`src/rtl/gpio_pad_ctrl.sv`:
```
// ---------------------------------------------------------------------------
// gpio_pad_ctrl
// Core-side controller for NPINS bidirectional pad cells with gated pulls.
// Drives pad A / EN / PUEN / PDEN (EN, PUEN, PDEN active-low) from the GPIO
// register file. Synchronises and (optionally) debounces pad Y into gpio_in,
// and raises sticky per-pin edge interrupts.
//
// Build option:
//   GPIO_PAD_DEBOUNCE_EN  defined   -> per-pin debounce counters; a new level
//                                      is accepted after DB_CNT consecutive
//                                      differing synchronised samples.
//                         undefined -> gpio_in follows the synchroniser output
//                                      every cycle; DB_CNT is ignored.
//
// Ports:
//   clk, reset      system clock, asynchronous active-high reset
//   cfg_oe          1 = drive pad from cfg_out
//   cfg_out         output data
//   cfg_pu, cfg_pd  pull-up / pull-down requests (pull-up wins if both set)
//   cfg_irq_en      per-pin interrupt enable
//   cfg_irq_rise    1 = irq on rising gpio_in edge, 0 = on falling edge
//   irq_clr         one-cycle clear strobe for irq_status
//   pad_y           pad cell Y (asynchronous)
//   pad_a, pad_en   pad cell A and EN (0 = driving)
//   pad_puen        pad cell PUEN (0 = pull-up on)
//   pad_pden        pad cell PDEN (0 = pull-down on)
//   gpio_in         synchronised / debounced pad level
//   irq_status      sticky per-pin interrupt flags
//   irq             OR of irq_status
// ---------------------------------------------------------------------------
module gpio_pad_ctrl #(
    parameter int unsigned NPINS       = 16,
    parameter int unsigned SYNC_STAGES = 2,
    parameter int unsigned DB_CNT      = 4
) (
    input  logic             clk,
    input  logic             reset,
    input  logic [NPINS-1:0] cfg_oe,
    input  logic [NPINS-1:0] cfg_out,
    input  logic [NPINS-1:0] cfg_pu,
    input  logic [NPINS-1:0] cfg_pd,
    input  logic [NPINS-1:0] cfg_irq_en,
    input  logic [NPINS-1:0] cfg_irq_rise,
    input  logic [NPINS-1:0] irq_clr,
    input  logic [NPINS-1:0] pad_y,
    output logic [NPINS-1:0] pad_a,
    output logic [NPINS-1:0] pad_en,
    output logic [NPINS-1:0] pad_puen,
    output logic [NPINS-1:0] pad_pden,
    output logic [NPINS-1:0] gpio_in,
    output logic [NPINS-1:0] irq_status,
    output logic             irq
);

    // Illegal parameter values leave a clearly named marker block in the
    // elaborated hierarchy so they are easy to spot in any netlist review.
    if (SYNC_STAGES < 2) begin : g_illegal_sync_stages
    end
    if (DB_CNT < 1) begin : g_illegal_db_cnt
    end

    // ------------------------------------------------------------------
    // Output path: pulls are gated off while driving; pull-up beats
    // pull-down so both can never be on together.
    // ------------------------------------------------------------------
    logic [NPINS-1:0] pad_puen_d;
    logic [NPINS-1:0] pad_pden_d;

    always_comb begin
        pad_puen_d = ~(cfg_pu & ~cfg_oe);
        pad_pden_d = ~(cfg_pd & ~cfg_pu & ~cfg_oe);
    end

    always_ff @(posedge clk or posedge reset) begin
        if (reset) begin
            pad_a    <= '0;
            pad_en   <= '1;
            pad_puen <= '1;
            pad_pden <= '1;
        end else begin
            pad_a    <= cfg_out;
            pad_en   <= ~cfg_oe;
            pad_puen <= pad_puen_d;
            pad_pden <= pad_pden_d;
        end
    end

    // ------------------------------------------------------------------
    // Input synchroniser: SYNC_STAGES flops per pin.
    // ------------------------------------------------------------------
    logic [NPINS-1:0] sync_q [SYNC_STAGES];
    logic [NPINS-1:0] s;

    always_ff @(posedge clk or posedge reset) begin
        if (reset) begin
            for (int k = 0; k < int'(SYNC_STAGES); k++) begin
                sync_q[k] <= '0;
            end
        end else begin
            sync_q[0] <= pad_y;
            for (int k = 1; k < int'(SYNC_STAGES); k++) begin
                sync_q[k] <= sync_q[k-1];
            end
        end
    end

    assign s = sync_q[SYNC_STAGES-1];

    // ------------------------------------------------------------------
    // Level acceptance: commit[i] marks the cycle gpio_in[i] takes s[i].
    // ------------------------------------------------------------------
    logic [NPINS-1:0] commit;

`ifdef GPIO_PAD_DEBOUNCE_EN
    localparam int unsigned CNT_W = $clog2(DB_CNT + 1);

    logic [CNT_W-1:0] cnt_q [NPINS];
    logic [CNT_W-1:0] cnt_d [NPINS];

    // Count consecutive differing samples; any agreement restarts the count.
    always_comb begin
        commit = '0;
        cnt_d  = cnt_q;
        for (int i = 0; i < int'(NPINS); i++) begin
            if (s[i] == gpio_in[i]) begin
                cnt_d[i] = '0;
            end else if (cnt_q[i] == CNT_W'(DB_CNT - 1)) begin
                commit[i] = 1'b1;
                cnt_d[i]  = '0;
            end else begin
                cnt_d[i] = cnt_q[i] + CNT_W'(1);
            end
        end
    end

    always_ff @(posedge clk or posedge reset) begin
        if (reset) begin
            for (int i = 0; i < int'(NPINS); i++) begin
                cnt_q[i] <= '0;
            end
        end else begin
            cnt_q <= cnt_d;
        end
    end
`else
    // No filtering: every difference is accepted on the next edge.
    assign commit = s ^ gpio_in;
`endif

    // ------------------------------------------------------------------
    // gpio_in and sticky interrupts. The new level after a commit is s,
    // so an event fires when s matches the configured edge polarity.
    // A set in the same cycle as a clear takes priority.
    // ------------------------------------------------------------------
    logic [NPINS-1:0] gpio_in_d;
    logic [NPINS-1:0] irq_set;
    logic [NPINS-1:0] irq_status_d;

    always_comb begin
        gpio_in_d    = (commit & s) | (~commit & gpio_in);
        irq_set      = commit & cfg_irq_en & ~(s ^ cfg_irq_rise);
        irq_status_d = irq_set | (irq_status & ~irq_clr);
    end

    // irq is registered from the next-state OR, so it always equals the OR
    // of the irq_status flops and never glitches.
    always_ff @(posedge clk or posedge reset) begin
        if (reset) begin
            gpio_in    <= '0;
            irq_status <= '0;
            irq        <= 1'b0;
        end else begin
            gpio_in    <= gpio_in_d;
            irq_status <= irq_status_d;
            irq        <= |irq_status_d;
        end
    end

endmodule

```
`config.mk`:
```
export PLATFORM = sky130hd
export DESIGN_NAME = gpio_pad_ctrl
export DESIGN_NICKNAME = d
export VERILOG_FILES = /design/src/rtl/gpio_pad_ctrl.sv
export SDC_FILE = /design/constraint.sdc
export NUM_CORES = 1
export LEC_CHECK = 0
export ABC_CLOCK_PERIOD_IN_PS = 10100
export CAP_MARGIN = 10
export CORE_ASPECT_RATIO = 0.75
export CORE_UTILIZATION = 40
export CTS_CLUSTER_SIZE = 40
export DETAILED_ROUTE_END_ITERATION = 10
export PLACE_DENSITY = 0.9
export SYNTH_ARGS = -nofsm -noshare
export SYNTH_HDL_FRONTEND = slang
export SYNTH_SLANG_ARGS = --single-unit
export TNS_END_PERCENT = 1
```
`constraint.sdc`:
```
create_clock -name clk -period 10.1 [get_ports clk]
set_clock_uncertainty 0.2 [all_clocks]
set_input_delay 2.02 -clock clk [delete_from_list [all_inputs] [get_ports clk]]
set_output_delay 2.02 -clock clk [all_outputs]
set_load 0.005 [all_outputs]
```
After elaboration in Yosys (flattened, before gate mapping). Cells that the tools add are included.

Output and inout bits: 97. Flip-flop bits (word level): 129. Input port bits: 130.

Bitwise operators: 19. Reduce and logical (&&, ||, !) cells: 1.

Operators with widths (number): 16-bit bitwise AND (8); 16-bit NOT (7); 16-bit bitwise OR (2); 16-bit XOR (2); 16-bit OR reduction (1).

Depth between registers and ports, before layout.
Depth after elaboration: 5. Mapped depth: 5.

Worst setup path before layout. OpenSTA, ideal clock, no wires.

Path type: input-to-reg. Start point: input port cfg_irq_rise[13]. End point: register irq. Data required time: 9.760 ns. Path slack: 7.162 ns. Arrival time: 2.598 ns. Stages: 4. Path buffers: 0. Path through: xor2_1 > o32ai_1 > nor4_1 > nand4_1.

Word-level cells in the longest chain between the ends: 5.

Ends and longest elaborated chain: from (decl) (line 43) `input logic [NPINS-1:0] cfg_irq_rise,`; 16-bit XOR (line 161) `irq_set = commit & cfg_irq_en & ~(s ^ cfg_irq_rise);`; 16-bit NOT (line 161); 16-bit bitwise AND (line 161); 16-bit bitwise OR (line 162) `irq_status_d = irq_set | (irq_status & ~irq_clr);`; named net irq_status_d[13] (line 157) `logic [NPINS-1:0] irq_status_d;`; 16-bit OR reduction (line 175) `irq <= |irq_status_d;`; to (signal assigned) (line 175); to (decl) (line 52) `output logic irq`.

The timed path passes the listed nets, and every way through them passes these cells.

Worst setup path in the final report.
Start point: register pad_en[2]. End point: output port pad_en[2].

RTL lines: from (decl) (line 47) `output logic [NPINS-1:0] pad_en,`; from (signal assigned) (line 82) `pad_en <= ~cfg_oe;`.

No word-level cell between the ends.

==> results.md <==
* Slew headroom at 0.478
* FF+latch count, synth at 129
* Post-cts resize count at 0
* R2r startpoint: gpio_in[14]
* Unique masters post-synth at 13
* RSZ-0062 raised after global routing: no
* Fmax at 272 MHz
* Cell row count at 33
* Syn Nets at 489
* IO Pins at about 230
* Clock Latency Late Sink at just under 400 ps
* WS Path Type: register to primary output
* Synth area leaders: dfrtp_1 (44%), dfstp_2 (28%), ha_1 (8.8%)
* Failing checks: design-rule violations
* Switching part of the total at 0.219
* Combinational group share of total power at 0.146
* Worst-Margin Slew at between 700 and 800 ps
* Final setup violation count at 0
* Buf/Inv on CP at 1
* Synthesized area at around 4600 sq um
* Largest family of logic cells by synthesized area: adder cells
* Die area at 11,900 sq um
* CP startpoint kind: register
* Initial core utilization at 0.415
* Pwr Total at approximately 1300 uW
* Min Tclk post-route at between 3000 and 4000 ps
* Post-Synth Adder-Cell Area at 0.0876
* Share of cells above drive strength 1 at 0.167
* Max incr delay on CP at between 500 and 600 ps
* Clk pin slew, worst setup/hold paths at ~50 ps
* Antenna Cells at 0
* Number of synthesized flops with an enable pin at 0
* Worst Hold Launch: sync_q[18]
* First-pass GRT wire length at between 15,000 and 20,000 microns
* Via density at between 4 and 5
* Mux cell area share after synthesis at 0
* Slowest cell on the critical path: clkdlybuf4s50_1
* Antenna violations before repair at 0
* Int Power at between 1000 and 1500 uW
* H-tree depth at 4
* Static Leak at around 0.0034 uW
* Clock Power Share at 0.420
* ANT nets after route at 0
* Psw at 295 uW
* Overflow after GRT at 0
* Final Core Density at 0.687
* Crit path from: pad_en[2]
* Post-layout instance area at 7580 sq um
* Yosys warns at 0
* Post-synth ARST share at 1.00
* Root buf cell: clkbuf_16
* Sequential cell area fraction in the yosys report at 0.719
* Die X at 125 microns
* Drt wl/cell at about 15 microns
* Delay-heaviest family, CP: buffers and inverters
* Total CTS buffers at 17
* Synth cell count leaders: dfrtp_1 (81), inv_1 (64), dfstp_2 (48), ha_1 (32), nand2_1 (32)
* Most common cell in the netlist: dfrtp_1
* Final wirelength at about 11,000 microns
* Flop pwr share at 0.434
* Hold Buf Count CTS at 0
* # clock sinks at ~130
* Placer Congestion at ~0.74
* DRT iter0 DRCs at ~110
* Top cell type's share of synthesized area at 0.443
* Total of max-cap violations at 0
* Run status: finished with violations
* Clock Path Buffers at 2
* DR pass1 iterations at 8
* Nature of the critical path endpoint: primary output
* Post-synthesis xor/xnor area fraction at 0.0307
* Reg2Reg Setup Slack at 8360 ps
* Final HPWL DP at between 8000 and 9000 microns
* Tcrit/Tclk final at 0.364
* Count of input and output buffers at approximately 230
* Hold Fails Final Rpt at 0
* CTS tree: yes
* Setup bufs post-CTS at 0
* Largest area contributor in the netlist: dfrtp_1
* Peak supply drop at 0.119 mV
* Avg Inst Size Synth at about 14 sq um
* Vias in the first global route at approximately 3,400
* Final setup TNS at 0 ps
* Die height at between 90 and 100 microns
* Hold Crit Class: register to register
* Cells along the critical path: clkdlybuf4s50_1
* Core ar. at 11,000 sq um
* GR Util All Layers at 0.186
* Crit path arrival time at between 1000 and 1500 ps
* Placed inst area at approximately 7000 sq um
* Max Slew Vio Count at 0
* Cell count after synthesis at roughly 330
* CP max FO at 1
* Vias at 3,157
* Remaining DRCs at 11
* Most used DFF post-synth: dfrtp_1
* Largest net degree at the start of global routing at 69
* Compound-Gate Fraction of Synth Area at 0.0405
* Pwr/cell area at between 150 and 200 nW/um^2
* Nets at around 740
* Data required time of the critical path at approximately 7900 ps
* Synth Area in Simple Gates at 0.0681
* Area growth syn-to-layout at 65.7%
area by class of cell:
class                      instances  area (sq um)
tap                              140           175
sequential                       129          3290
multi-input combinational        133          1040
timing repair buffer             227          2270
fill                             727          3450
clock inverter                     5          52.6
inverter                          65           249
clock buffer                      27           504
stage by stage:
| step | setup WS [ps] | instances | hold slack [ps] |
|---|---|---|---|
| 2_1_floorplan | 4520 | 327 | 131 |
| 6_report | 6430 | 726 | 144 |
| 4_1_cts | 6400 | 726 | 145 |
| 3_3_place_gp | 6050 | 694 | 131 |
| 3_5_place_dp | 6000 | 694 | 136 |
| 5_1_grt | 6230 | 726 | 153 |
layer usage:
layer	wire length, microns	GRT usage	part of all wire	vias to the layer above
met4	123	0.0589	0.012	0
met1	3880	0.195	0.37	1512
li1	-	-	-	1504
met5	0	0	0	-
met2	5810	0.347	0.55	132
met3	796	0.0714	0.075	9
power groups by stage:
stage / logic, uW / registers, uW / clock network (uW)
2_1_floorplan: 56.9 / 593 / 0
3_3_place_gp: 191 / 590 / 0
5_1_grt: 214 / 590 / 607
4_1_cts: 201 / 586 / 580
3_5_place_dp: 199 / 593 / 0
6_report: 197 / 585 / 567
sequential cells by signal (all words and copies together) (netlist names):
signal      flops
pad_pden       16
irq             1
gpio_in        16
s              16
pad_a          16
pad_puen       16
irq_status     16
sync_q         16
pad_en         16
path summary, 6_finish.rpt:
path	endpoint	depth (start not counted)
max	pad_en[2]	1
min	s[2]	0
max reg2reg	irq	5
min reg2reg	s[2]	0
max in group asynchronous	irq_status[4]	3
min in group asynchronous	s[15]	2
layout by cell type, fill, tap and decap left out, drive strengths merged:
cell / synthesis / routed
clkdlybuf4s50: 0 / 226
dfrtp: 81 / 81
inv: 65 / 65
dfstp: 48 / 48
nand2: 32 / 32
ha: 32 / 32
clkbuf: 0 / 27
xor2: 16 / 16
or2: 16 / 16
nor2: 16 / 16
o32ai: 16 / 16
nor4: 4 / 4
clkinv: 0 / 3
nand4: 1 / 1
clkinvlp: 0 / 1
bufinv: 0 / 1
buf: 0 / 1
cell families after synthesis:
logic type,count (synthesis)
buffers and inverters,65
AO/OA/AOI/OAI,16
AND/OR/NAND/NOR,69
flip-flops,129
XOR/XNOR,16
adder cells (fa/ha/maj),32
No activity file was read; power rests on OpenSTA's default activity.
